==> config.mk <==
export PLATFORM = sky130hd
export DESIGN_NAME = counter_sync_pos_rst_w_pos_en_down4bit
export DESIGN_NICKNAME = d
export VERILOG_FILES = /design/src/rtl/counter_sync_pos_rst_w_pos_en_down4bit.sv
export SDC_FILE = /design/constraint.sdc
export NUM_CORES = 1
export LEC_CHECK = 0
export ABC_AREA = 1
export ABC_CLOCK_PERIOD_IN_PS = 2400
export CORE_AREA = 2 2 39 41
export DETAILED_ROUTE_END_ITERATION = 10
export DIE_AREA = 0 0 41 43
export DONT_BUFFER_PORTS = 1
export SYNTH_ARGS = -nofsm -noshare
export SYNTH_HDL_FRONTEND = slang
export SYNTH_SLANG_ARGS = --single-unit
==> constraint.sdc <==
create_clock -name clock -period 2.4 [get_ports clock]
set_input_delay 0 -clock clock [delete_from_list [all_inputs] [get_ports clock]]
set_output_delay 0 -clock clock [all_outputs]
set_load 0.005 [all_outputs]
==> src/rtl/counter_sync_pos_rst_w_pos_en_down4bit.sv <==
// Synchronous down counter with parallel load, reload register,
// terminal-count (zero) flag and a one-cycle borrow pulse.
// A wrap (decrement taken from 0) lands on all-ones by default. With
// COUNTER_DOWN_AUTO_RELOAD_EN defined, a wrap reloads the last loaded value
// instead, which gives a programmable period of rld+1 enabled cycles.
// Edge priority: reset, then load, then enable, then hold.
module counter_sync_pos_rst_w_pos_en_down4bit #(
    parameter int WIDTH = 4
) (
    input  logic             clock,
    input  logic             reset,
    input  logic             enable,
    input  logic             load,
    input  logic [WIDTH-1:0] load_value,
    output logic [WIDTH-1:0] out,
    output logic             zero,
    output logic             borrow
);

    localparam logic [WIDTH-1:0] ONE = WIDTH'(1);

    logic [WIDTH-1:0] out_q, out_d;
    logic [WIDTH-1:0] rld_q, rld_d;
    logic             zero_q, zero_d;
    logic             borrow_q, borrow_d;
    logic [WIDTH-1:0] wrap_value;

`ifdef COUNTER_DOWN_AUTO_RELOAD_EN
    // Wrap returns to the reload value, giving a programmable period.
    assign wrap_value = rld_q;
`else
    // Wrap rolls over to all-ones; the reload register is kept but unread.
    assign wrap_value = '1;
    logic rld_unused;
    assign rld_unused = ^rld_q;
`endif

    // Next-state: load beats enable; wrap raises borrow; zero follows the new count.
    always_comb begin
        out_d    = out_q;
        rld_d    = rld_q;
        borrow_d = 1'b0;
        if (load) begin
            out_d = load_value;
            rld_d = load_value;
        end else if (enable) begin
            if (out_q == '0) begin
                out_d    = wrap_value;
                borrow_d = 1'b1;
            end else begin
                out_d = out_q - ONE;
            end
        end
        zero_d = (out_d == '0);
    end

    // State registers; synchronous reset clears the count and reload value.
    always_ff @(posedge clock) begin
        if (reset) begin
            out_q    <= '0;
            rld_q    <= '0;
            zero_q   <= 1'b1;
            borrow_q <= 1'b0;
        end else begin
            out_q    <= out_d;
            rld_q    <= rld_d;
            zero_q   <= zero_d;
            borrow_q <= borrow_d;
        end
    end

    assign out    = out_q;
    assign zero   = zero_q;
    assign borrow = borrow_q;

endmodule

=== Word-level counts from Yosys, hierarchy flattened ===
Index checks and enable logic that the tools add are counted.

* $add $sub $neg: 1
* Mux-type cells: 4
* Bitwise gates (word level): 1
* Reduce and logical (&&, ||, !) cells: 3

{| class="wikitable"
|+ Operators with widths
! cell !! number
|-
| 4-bit 2-to-1 mux || 3
|-
| 4-bit zero test || 2
|-
| 4-bit by 1-bit subtractor with 4-bit output, second input constant || 1
|-
| 3-bit OR reduction || 1
|-
| 1-bit 2-to-1 mux || 1
|-
| 1-bit NOT || 1
|}

* Bits in registers: 6
* Word-level logic and storage cells: 12

=== Longest topological paths before layout ===
Gate-level depths: netlist of the first run.

* Depth after elaboration: 5
* Depth in mapped cells: 8

=== Worst setup path before layout of the first run ===
Ideal clock, no wire load.

* Path kind: reg-to-reg
* Start point: register out_q[0] (netlist: out[0])
* End point: register zero_q (netlist: zero)
* Library setup time: 0.115 ns
* Arrival: 1.050 ns
* Setup slack: 1.236 ns
* Cell stages (with the launch flop): 9
* Buffers on the path: 0
* Period minus slack after synthesis: 1.164 ns
* Cell sequence: dfxtp_1 -> inv_1 -> ha_1 -> inv_1 -> nand2_1 -> nand3_1 -> nand3_1 -> nand3_1 -> a21oi_2

* Cells in the longest elaborated chain, start to end: 5
* Elaborated cells on any way between the ends: 6
* Classes of those cells: add/sub: 1; mux: 3; reduce/logical: 2

{| class="wikitable"
|+ RTL lines
! element !! RTL line !! text
|-
| from (decl) || 22 || <nowiki>logic [WIDTH-1:0] out_q, out_d;</nowiki>
|-
| from (signal assigned) || 65 || <nowiki>out_q <= out_d;</nowiki>
|-
| 4-bit by 1-bit subtractor with 4-bit output or 4-bit zero test (tied branches) || 51, 47 ||
|-
| 4-bit 2-to-1 mux || 47 || <nowiki>if (out_q == '0) begin</nowiki>
|-
| 4-bit 2-to-1 mux (*) || 46 || <nowiki>end else if (enable) begin</nowiki>
|-
| 4-bit 2-to-1 mux (*) || 43 || <nowiki>if (load) begin</nowiki>
|-
| 4-bit zero test (*) || 54 || <nowiki>zero_d = (out_d == '0);</nowiki>
|-
| to (signal assigned) || 67 || <nowiki>zero_q <= zero_d;</nowiki>
|-
| to (decl) || 24 || <nowiki>logic zero_q, zero_d;</nowiki>
|}

Mark *: on every way between the ends. The rest lies on a longest branch, timed or not.
A chain may end at the register's enable or synchronous reset.

=== Worst setup path in the final report of the first run ===
* Start point: register out_q[0] (netlist: out[0])
* End point: register out_q[3] (netlist: out[3])

* Cells in the longest elaborated chain, start to end: 4
* Elaborated cells on any way between the ends: 5
* Classes of those cells: add/sub: 1; mux: 3; reduce/logical: 1

{| class="wikitable"
|+ RTL lines
! element !! RTL line
|-
| 4-bit by 1-bit subtractor with 4-bit output or 4-bit zero test (tied branches) || 51, 47
|-
| 4-bit 2-to-1 mux (*) || 47
|-
| 4-bit 2-to-1 mux (*) || 46
|-
| 4-bit 2-to-1 mux (*) || 43
|}

Marked as above.

==> results.md, run 1 <==
Logic synthesis:
- The post-synthesis share of cell area spent on xor and xnor gates is 0%.
- Counting distinct cell types in the post-synthesis netlist gives 12.
- The multiplexer fraction of the synthesized cell area is 0%.
- The dominant combinational cell family by area after synthesis is simple AND/OR/NAND/NOR gates.
- The number of nets produced by synthesis is 58.
- The mapped cell area is 315 um^2.
- The adder-cell share of the synthesized area is 3.97%.
- The simple-gate share of the synthesized area is between 40 and 50%.
- Sequential cells were found to cover 38.1% of the synthesized design area.
- The number of warning messages in the yosys log is 0.
- The share of the synthesized area in compound gates (AO/OA/AOI/OAI) is 4.37%.
- The number of synthesized register bits is 6.
- Synthesis produced a netlist whose cell count is 49.
- The average cell area after synthesis is 6.43 um^2.

CTS:
- CTS built an H-tree with a depth of 1.
- The clock drives 6 sinks.
- The number of buffers inserted by hold repair at cts is 6.
- The number of cells upsized or downsized after cts is 0.
- The number of clock buffers added by TritonCTS is 3.
- TritonCTS built the clock tree.
- The clock tree root buffer cell is sky130_fd_sc_hd__clkbuf_4.
- Counting along the longest clock path gives a buffer depth of 2.
- At the later pin of the worst-skew pair, clock insertion delay measures approximately 0.24 ns.
- Clock-pin slew was measured on the worst setup and hold paths at 0.04 ns.
- The total setup buffers inserted after CTS is 0.

Routing:
- Before antenna repair, the detailed router went through 4 iterations.
- In this run, the number of DRC markers left after iteration 0 of detailed routing was 1.
- Once detail routing completed, the nets flagged for antenna violations numbered 0.
- Dividing the detail-routed wire length by the instance count gives 9.08 um.
- The routed wire length is ~670 um.
- The mean number of vias per cell is between 4 and 5.
- The total number of vias is 315.
- The residual DRC count is 0.

STA:
- On the final layout, the worst hold slack is 0.000870 ns.
- For this run, the top clock speed supported by timing is around 0.57 GHz.
- For the pin with the worst max-slew slack, the measured transition is between 0.15 and 0.2 ns.
- The total count of hold-check failures in the final report was 0.
- The time the worst path needs with I/O delays and setup is 1.75 ns.
- The final setup skew is 0.0000872 ns.
- Setup violations remaining at the end of the flow were counted as 0.
- Headroom to the max-slew limit came out at 88.1%.
- In the finished design, the share of the clock period the worst path needs comes to 72.8%.
- The worst path setup slack after routing is ~0.65 ns.
- The max-slew violation count is 0.
- The setup TNS after final layout is 0 ns.
- Setup repair after global routing left no endpoint under its margin.

Worst hold path:
- The class of the tightest hold or removal check is primary input to flop.

Floorplanning:
- The effective utilization at floorplan is between 20% and 30%.
- 14 I/O pins were placed.
- The row count is 14.
- The total area inside the core boundary comes to 1380 um^2.
- The die boundary width is 41 um.
- The floorplan step defined a die boundary enclosing 1760 um^2.
- In this run the vertical extent of the chip is 43 um.

Worst setup path:
- The maximum fanout encountered on the critical timing path is 4.
- The critical path start-end classification is flop to flop.
- At the worst endpoint, the arrival time is 1.87 ns.
- STA classifies the critical path endpoint as a flop.
- STA puts the critical path data required time at 2.52 ns.
- The critical path launch point type is a flop.
- The reg-to-reg setup timing slack is 0.65 ns.

Pwr:
- The leakage component of the power is 0.000220 uW.
- The power density over the cells is 618 nW/um^2.
- The highest ir drop seen on vdd is 0.000203 V.

Global route:
- The global routing's busiest layer is met2.
- Entering global routing, the biggest net connects 9 pins.
- Global routing used 4.19% of the available met3 tracks.
- For met2 alone, demand over resource in global routing was 14.1%.
- Summed over all layers, the global routing overflow is 0.
- The wire length of the first global-routing pass is 1.18 mm.
- Global routing consumed, on the met1 layer, 11.6% of the routing resources.
- The number of global-route vias before repair was 297.
- The initial antenna violation count is 0.
- The aggregate global-route resource usage is 9.85%.

Cells and area:
- The net count of the finished layout is 69.
- The utilization of the core after routing is approximately 30%.
- The synthesis-to-layout area growth is 32.5%.
- In the final layout, the share of cells above drive strength 1 is 12.1%.
- The antenna cell count is 0.

Run:
- Max-cap violations in this run came to 0.

Placement:
- Port buffering added 0 buffers.
- Timing analysis after detailed placement gives a worst setup slack of 1.12 ns.
- The wire-length estimate of the detail-placed layout is 515 um.
- At the end of routability-driven placement, the weighted congestion stood at 0.706.

Outcome:
- The flow ran to the end, and the final reports show no timing, DRC or antenna violations.
## sequential cells by signal (all words and copies together), names as in the netlist
name and cells:
borrow 1, out 4, zero 1
## per-layer routing
| metal | vias to the layer above | part of all wire (%) |
|---|---|---|
| met5 | - | 0 |
| met4 | 0 | 1.6 |
| met3 | 2 | 4.8 |
| met2 | 7 | 50 |
| met1 | 138 | 43 |
| li1 | 168 | - |
## through the flow
step	std cells	instance area, um^2	power, uW
2_1_floorplan	49	315	151
3_3_place_gp	65	335	158
3_5_place_dp	65	335	159
4_1_cts	74	418	260
5_1_grt	74	418	275
6_report	74	418	258
## layout make-up
class	instances	area (um^2)
multi-input cells	32	154
repair buffers	6	60.1
fillers	160	966
well taps	16	20.0
flip-flops and latches	6	120
inverters	11	41.3
clock buffers	3	22.5
## power breakdown
group          switching [uW]  total, uW  leakage (uW)  internal [uW]
combinational            25.9       49.0      0.000156           23.2
clock                    35.6       92.1     0.0000138           56.5
sequential               8.19        117     0.0000498            109
total                    69.6        258      0.000220            189
## cells by family (layout without fill, tap and decap cells)
group / after synthesis / in the layout
buffers and inverters: 11 / 20
AO/OA/AOI/OAI: 2 / 2
AND/OR/NAND/NOR: 29 / 29
adder cells (fa/ha/maj): 1 / 1
flip-flops: 6 / 6
## critical path: stages, from the launching register on
cell and delay [ns]:
sky130_fd_sc_hd__dfxtp_1 0.40, sky130_fd_sc_hd__inv_1 0.09, sky130_fd_sc_hd__ha_1 0.22, sky130_fd_sc_hd__nand3_1 0.13
sky130_fd_sc_hd__nand3_1 0.09, sky130_fd_sc_hd__nand2_1 0.09, sky130_fd_sc_hd__a21oi_1 0.06, sky130_fd_sc_hd__dlygate4sd3_1 0.55
## synth_stat cells
master	instances	share of area, %
sky130_fd_sc_hd__nand2_1	14	17
sky130_fd_sc_hd__inv_1	9	11
sky130_fd_sc_hd__nand3_1	8	13
sky130_fd_sc_hd__dfxtp_1	6	38
sky130_fd_sc_hd__nor2_1	3	3.6
sky130_fd_sc_hd__inv_2	2	2.4
sky130_fd_sc_hd__or2_1	2	4.0
sky130_fd_sc_hd__a21oi_1	1	1.6
sky130_fd_sc_hd__a21oi_2	1	2.8
sky130_fd_sc_hd__ha_1	1	4.0
sky130_fd_sc_hd__nor2_2	1	2.0
sky130_fd_sc_hd__nor3_1	1	1.6
## cell usage in the layout, fill, tap and decap left out, drive strengths merged
cell	instances
a21oi	2
clkbuf	3
dfxtp	6
dlygate4sd3	6
ha	1
inv	11
nand2	14
nand3	8
nor2	4
nor3	1
or2	2
## final timing paths
check                              startpoint     end  cells after the start
worst max-delay path                   out[0]  out[3]                      7
worst min-delay path            load_value[1]  out[1]                      3
worst max register to register         out[0]  out[3]                      7
worst min register to register         out[1]  out[1]                      4
Note: power is estimated with default switching activity, not from simulation.
==> run 2: changes to the inputs <==
--- a/config.mk
+++ b/config.mk
@@ -6,7 +6,7 @@
 export NUM_CORES = 1
 export LEC_CHECK = 0
 export ABC_AREA = 1
-export ABC_CLOCK_PERIOD_IN_PS = 2400
+export ABC_CLOCK_PERIOD_IN_PS = 1580
 export CORE_AREA = 2 2 39 41
 export DETAILED_ROUTE_END_ITERATION = 10
 export DIE_AREA = 0 0 41 43
==> constraint.sdc (replaced) <==
create_clock -name clock -period 1.58 [get_ports clock]
set_input_delay 0 -clock clock [delete_from_list [all_inputs] [get_ports clock]]
set_output_delay 0 -clock clock [all_outputs]
set_load 0.005 [all_outputs]
==> run 2 against run 1 <==
Fmax rose by 21%. Clock skew rose by 0.00081 ns. Sequential share of layout area rose by 0.081 points. Hold slack improved by 0.0019 ns. Global-route usage fell by 0.19 points. Combinational power rose by 50%.
==> results.md, run 2 (same netlist as run 1, synthesis figures left out) <==
STA:
- The max-slew violation count is 0 (unchanged).
- The time the worst path needs with I/O delays and setup was 1.44 ns (-0.309 ns).
- The total count of hold-check failures in the final report is 0 (unchanged).
- The share of the clock period used by the worst path is 91.1% (+18 points).
- The worst max-slew margin expressed relative to the limit was 88.9% (+0.84 points).
- Setup repair after global routing left no endpoint under its margin.
- The final setup skew is 0.000897 ns (+0.000810 ns).
- The setup TNS after final layout is 0 ns (unchanged).
- The actual slew at the worst max-slew pin is 0.166 ns (-0.0129 ns).
- The fmax is 0.695 GHz (+21%).
- The number of failing setup endpoints in the final timing report is 0 (unchanged).

Worst setup path:
- The worst setup path is of the flop to flop kind.
- The data arrival at the endpoint of the critical path was 1.57 ns (-0.30 ns).
- STA classifies the critical path endpoint as a flop.
- The critical path launch point type is a flop.
- The reg-to-reg setup timing slack is 0.14 ns (-0.51 ns).
- The capture point of the worst reg-to-reg path is borrow.
- The logic depth of the worst register-to-register path is 5 (-2).
- The endpoint required time on the critical path is 1.71 ns (-0.81 ns).
- The maximum fanout encountered on the critical timing path came to 4 (unchanged).
- The endpoint of the worst setup timing path is borrow.
- In this run the critical register-to-register path is launched from out[0].
- In this run the worst setup path begins at out[0].

Cells and area:
- Leaving out fill and tap cells, the most frequent cell in the layout is sky130_fd_sc_hd__nand2_1.
- The antenna cell count is 0 (unchanged).
- The area of all placed cells without fillers is 425 um^2 (+1.8%).
- The fill cell instance count of the final layout is 152 (-5.0%).
- The proportion of layout cells with a drive suffix above 1 is 17.2% (+5.2 points).
- The net count of the finished layout is 69 (unchanged).
- In the layout the commonest cells are sky130_fd_sc_hd__nand2_1 (14), sky130_fd_sc_hd__inv_1 (9), sky130_fd_sc_hd__nand3_1 (7).
- From synthesis to final layout, the design area changed by 34.9%.
- The number of flip-flops under the largest register name is 4 (unchanged).

CTS:
- The number of buffers created by CTS is 3 (unchanged).
- The number of levels the H-tree was split into is 1 (unchanged).
- The insertion delay to the later sink of the worst-skew pair came to 0.24 ns (about the same).
- The clock tree root buffer cell is sky130_fd_sc_hd__clkbuf_4.
- The CTS tree is built.
- The maximum number of buffers from clock root to sink is 2 (unchanged).
- The clock sink count is 6 (unchanged).
- The clock slew at the register clock pins of the worst setup and hold paths is 0.04 ns (about the same).
- The total setup buffers inserted after CTS is 0 (unchanged).

Routing:
- The routed wire length is 662 um (-1.5%).
- The number of design-rule violations left by the first detailed-router iteration is 4 (+3).
- The total number of vias was 316 (+0.32%).
- The final routed wire length divided by cell count was 8.95 um (-1.5%).
- The residual DRC count is 0 (unchanged).
- The mean number of vias per cell is 4.27 (+0.32%).
- The remaining antenna violation count after routing was 0 (unchanged).
- The first-pass detailed-route iteration total is 2 (-2).

Floorplanning:
- The die area came to 1760 um^2 (unchanged).
- The effective utilization at floorplan was 22.8% (unchanged).
- The row count is 14 (unchanged).
- The die boundary width is 41 um (unchanged).
- The count of boundary I/O pins is 14 (unchanged).
- The floorplan core area is 1380 um^2 (unchanged).
- The die extent in y is 43 um (unchanged).

Pwr:
- The leakage component of the power is 0.000221 uW (+0.29%).
- The sum of internal, switching and leakage power came to 394 uW (+52%).
- The power density over the cells is 926 nW/um^2 (+50%).
- The highest ir drop seen on vdd is 0.000287 V (+42%).

Global route:
- The pin count of the biggest net entering global routing is 9 (unchanged).
- The wire length of the first global-routing pass is 1.12 mm (-5.3%).
- The number of global-route vias before repair came to 283 (-4.7%).
- The initial antenna violation count is 0 (unchanged).
- The final global-route overflow total is 0 (unchanged).
- The aggregate global-route resource usage is 9.66% (-0.19 points).

Placement:
- The placed cell area is 335 um^2 (unchanged).
- The final weighted congestion of routability-driven global placement is 0.684 (-3.1%).
- The placed wire-length estimate is 527 um (+2.4%).
- The number of buffers added on ports was 0 (unchanged).

Run:
- The count of maximum capacitance violations is 0 (unchanged).

Outcome:
- The flow ran to the end, and the final reports show no timing, DRC or antenna violations.

Worst hold path:
- The cell depth of the worst hold path is 4 (+1).
- The tightest min-delay check is of the primary input to flop type.
[run 2: cell counts in the layout (fill, tap and decap cells not counted)]
No cell type changed its count.
[run 2: final cells by class]
| type | count | area, um^2 | share of cell area [%] |
|---|---|---|---|
| multi-input combinational | 32 | 159 | 37.4 |
| sequential | 6 | 123 | 28.8 |
| timing repair buffer | 6 | 60.1 | 14.1 |
| inverter | 11 | 41.3 | 9.71 |
| clock buffer | 3 | 22.5 | 5.29 |
| tap | 16 | 20.0 | 4.71 |
[run 2: layer usage]
layer  GRT usage, %  wire length [um]
met1           11.3               279
met2           13.1               319
met3           3.66                48
met4           8.00                14
met5              0                 0
[run 2: worst min-delay path by stage]
stage / slack (ns) / end / from
after floorplan: 0.07 / out[3] / reset
after global placement: 0.07 / out[3] / reset
after detailed placement: 0.08 / out[3] / reset
after CTS: 0.00007 / out[2] / load_value[2]
after global routing: 0.04 / out[0] / load_value[0]
final: 0.003 / out[2] / load_value[2]
[run 2: what timing repair did]
action | 4_1_cts | 5_1_grt
setup endpoints to repair | 0 | 1
endpoints found under the hold margin | 6 | 0
hold buffers | 6 | 0
resized for setup | 0 | 3
[run 2: power by group]
part           switching [uW]  leakage (uW)  internal, uW  total (uW)
registers                12.3     0.0000503           167         179
clock network            55.5     0.0000138          85.9         141
logic                    39.4      0.000156          34.0        73.4
[run 2: metrics by stage]
step	std cells	util, %	hold WS [ns]	setup WS (ns)
CTS	74	30.2	0.0000650	0.0213
global placement	65	24.2	0.0729	0.331
floorplan	49	-	0.0691	0.416
finish	74	30.7	0.00274	0.141
global route	74	30.7	0.0354	0.0490
detailed placement	65	24.2	0.0775	0.306
[run 2: worst max-delay path, cell delays in order (launching register included)]
cell and delay, ns:
sky130_fd_sc_hd__dfxtp_2 0.36, sky130_fd_sc_hd__inv_1 0.06, sky130_fd_sc_hd__ha_1 0.21, sky130_fd_sc_hd__nand3_2 0.10, sky130_fd_sc_hd__nor3_1 0.04, sky130_fd_sc_hd__dlygate4sd3_1 0.55
==> run 3: changes to the inputs <==
--- a/config.mk
+++ b/config.mk
@@ -7,9 +7,9 @@
 export LEC_CHECK = 0
 export ABC_AREA = 1
 export ABC_CLOCK_PERIOD_IN_PS = 1580
-export CORE_AREA = 2 2 39 41
+export CORE_MARGIN = 2
+export CORE_UTILIZATION = 23
 export DETAILED_ROUTE_END_ITERATION = 10
-export DIE_AREA = 0 0 41 43
 export DONT_BUFFER_PORTS = 1
 export SYNTH_ARGS = -nofsm -noshare
 export SYNTH_HDL_FRONTEND = slang
==> run 3 against run 2 <==
Critical path depth stayed put. Register-to-register slack worse by 0.06 ns. Count of clock-buffer cells in the layout stayed put. Global-route usage is 0.67 points higher. Largest power group unchanged.
==> results.md, run 3 (same netlist as run 1, synthesis figures left out) <==
Floorplanning:
- The die area is 1680 um^2 (-4.5%).
- The count of boundary I/O pins is 14 (unchanged).
- The die boundary width is 41.0 um (about the same).
- The effective utilization at floorplan is 24.5% (+1.8 points).
- The row count is 13 (-1).
- The die extent in y is 41.0 um (-4.6%).
- The floorplan core area is 1280 um^2 (-7.1%).

STA:
- The time the worst path needs with I/O delays and setup is 1.50 ns (+0.0574 ns).
- Setup repair after global routing left no endpoint under its margin.
- The number of failing setup endpoints in the final timing report is 0 (unchanged).
- The max-slew violation count was 0 (unchanged).
- The worst max-slew margin expressed relative to the limit came to 88.5% (-0.39 points).
- The fmax is 0.668 GHz (-3.8%).
- The worst path setup slack after routing is 0.0833 ns (-0.0574 ns).
- The share of the clock period used by the worst path was 94.7% (+3.6 points).
- The final setup skew is 0.00376 ns (+0.00286 ns).
- The setup TNS after final layout is 0 ns (unchanged).
- The actual slew at the worst max-slew pin is 0.172 ns (+0.00621 ns).
- The total count of hold-check failures in the final report is 0 (unchanged).

Cells and area:
- The multi-input logic area is 154 um^2 (-3.1%).
- The proportion of layout cells with a drive suffix above 1 is 14.0% (-3.2 points).
- The synthesis-to-layout area growth is 29.4%.
- The number of flip-flops under the largest register name is 4 (unchanged).
- Leaving out fill and tap cells, the most frequent cell in the layout is sky130_fd_sc_hd__nand2_1.
- The net count of the finished layout was 68 (-1.4%).
- The antenna cell count is 0 (unchanged).
- The fill cell instance count of the final layout was 153 (+0.66%).
- In the layout the commonest cells are sky130_fd_sc_hd__nand2_1 (14), sky130_fd_sc_hd__inv_1 (9), sky130_fd_sc_hd__nand3_1 (8).
- The area of all sequential standard cells is 121 um^2 (-1.0%).

Placement:
- The final weighted congestion of routability-driven global placement came to 0.739 (+8.1%).
- The placement-stage worst setup slack was 0.305 ns (-0.00182 ns).
- The placed wire-length estimate came to 569 um (+7.8%).
- The number of buffers added on ports is 0 (unchanged).

Routing:
- The number of design-rule violations left by the first detailed-router iteration is 5 (+1).
- The routed wire length is 741 um (+12%).
- The total number of vias is 322 (+1.9%).
- The remaining antenna violation count after routing is 0 (unchanged).
- The mean number of vias per cell is 4.47 (+4.7%).
- The final routed wire length divided by cell count is 10.3 um (+15%).
- The residual DRC count came to 0 (unchanged).
- The first-pass detailed-route iteration total is 4 (+2).

Worst setup path:
- The data arrival at the endpoint of the critical path is 1.63 ns (+0.06 ns).
- Traced cell by cell, the critical path runs through inv_1 > ha_1 > nand3_1 > nor3_1 > dlygate4sd3_1.
- The largest incremental delay on the critical path was 0.54 ns (about the same).
- The endpoint required time on the critical path is 1.71 ns (about the same).
- The worst setup path is launched from a flop.
- The critical path's slowest cell is sky130_fd_sc_hd__dlygate4sd3_1.
- The element type at the critical path end is a flop.
- The maximum fanout encountered on the critical timing path is 4 (unchanged).
- The setup path with the least slack is of type flop to flop.

CTS:
- The clock sink count was 6 (unchanged).
- The clock slew at the register clock pins of the worst setup and hold paths is 0.05 ns (about the same).
- The number of buffers created by CTS is 3 (unchanged).
- The number of levels the H-tree was split into is 1 (unchanged).
- The maximum number of buffers from clock root to sink is 2 (unchanged).
- In this run the clock root is driven by a sky130_fd_sc_hd__clkbuf_4.
- The CTS tree is built.
- The total setup buffers inserted after CTS came to 0 (unchanged).
- The insertion delay to the later sink of the worst-skew pair was 0.25 ns (about the same).

Outcome:
- The run finished with clean final reports.

Pwr:
- The power density over the cells came to 963 nW/um^2 (+4.1%).
- The highest ir drop seen on vdd is 0.000268 V (-6.8%).
- The leakage component of the power is 0.000215 uW (-2.7%).

Run:
- The count of maximum capacitance violations is 0 (unchanged).

Global route:
- The aggregate global-route resource usage is 10.3% (+0.67 points).
- The number of global-route vias before repair came to 295 (+4.2%).
- The final global-route overflow total is 0 (unchanged).
- The wire length of the first global-routing pass was 1.04 mm (-7.3%).
- The pin count of the biggest net entering global routing came to 9 (unchanged).
- The initial antenna violation count is 0 (unchanged).

Worst hold path:
- The class of the tightest hold or removal check is primary input to flop.
-- run 3: cell types whose count changed in the layout (fill, tap and decap cells not counted), sizes merged --
cell and delta:
dlygate4sd3 -1
-- run 3: through the flow --
step	util [%]	instance area, um^2	std cells	total power, uW	hold slack, ns
6_report	31.7	408	72	393	0.00995
5_1_grt	31.7	408	72	421	0.0387
4_1_cts	31.6	407	72	396	0.000374
3_5_place_dp	26.0	334	64	243	0.0713
3_3_place_gp	26.0	334	64	240	0.0727
2_1_floorplan	-	315	49	229	0.0691
-- run 3: routing by layer --
layer | routed length (um) | GRT usage (%) | vias to the layer above
met5 | 0 | 0 | -
met4 | 15 | 10.0 | 0
met3 | 54 | 3.80 | 2
met2 | 365 | 15.2 | 12
met1 | 306 | 11.1 | 143
li1 | - | - | 165
-- run 3: what timing repair did --
action,CTS,global route
endpoints found under the hold margin,6,0
hold buffers,5,0
setup endpoints to repair,0,1
gates resized for setup,0,1
-- run 3: power by group --
| part | internal (uW) | switching (uW) |
|---|---|---|
| Clock | 86.0 | 56.6 |
| Combinational | 31.8 | 40.5 |
| Sequential | 166 | 12.0 |
-- run 3: critical path, delay by kind of cell (launching register included) --
kind | cells | cell delay, ns
buf+inv | 2 | 0.60
flops | 1 | 0.40
fa+ha+maj | 1 | 0.19
simple gates | 2 | 0.18
-- run 3: worst paths after layout --
check                                   start  endpoint  slack, ns  cells past startpoint
worst min-delay path            load_value[2]    out[2]       0.01                      4
worst max register to register         out[1]    borrow       0.08                      5
worst min register to register         out[0]    out[0]       0.65                      4
worst max-delay path                   out[1]    borrow       0.08                      5
-- run 3: area by class of cell --
cell class                 count  area share [%]
multi-input combinational     32            37.7
sequential                     6            29.8
tap                           15            4.60
timing repair buffer           5            12.3
clock buffer                   3            5.52
inverter                      11            10.1
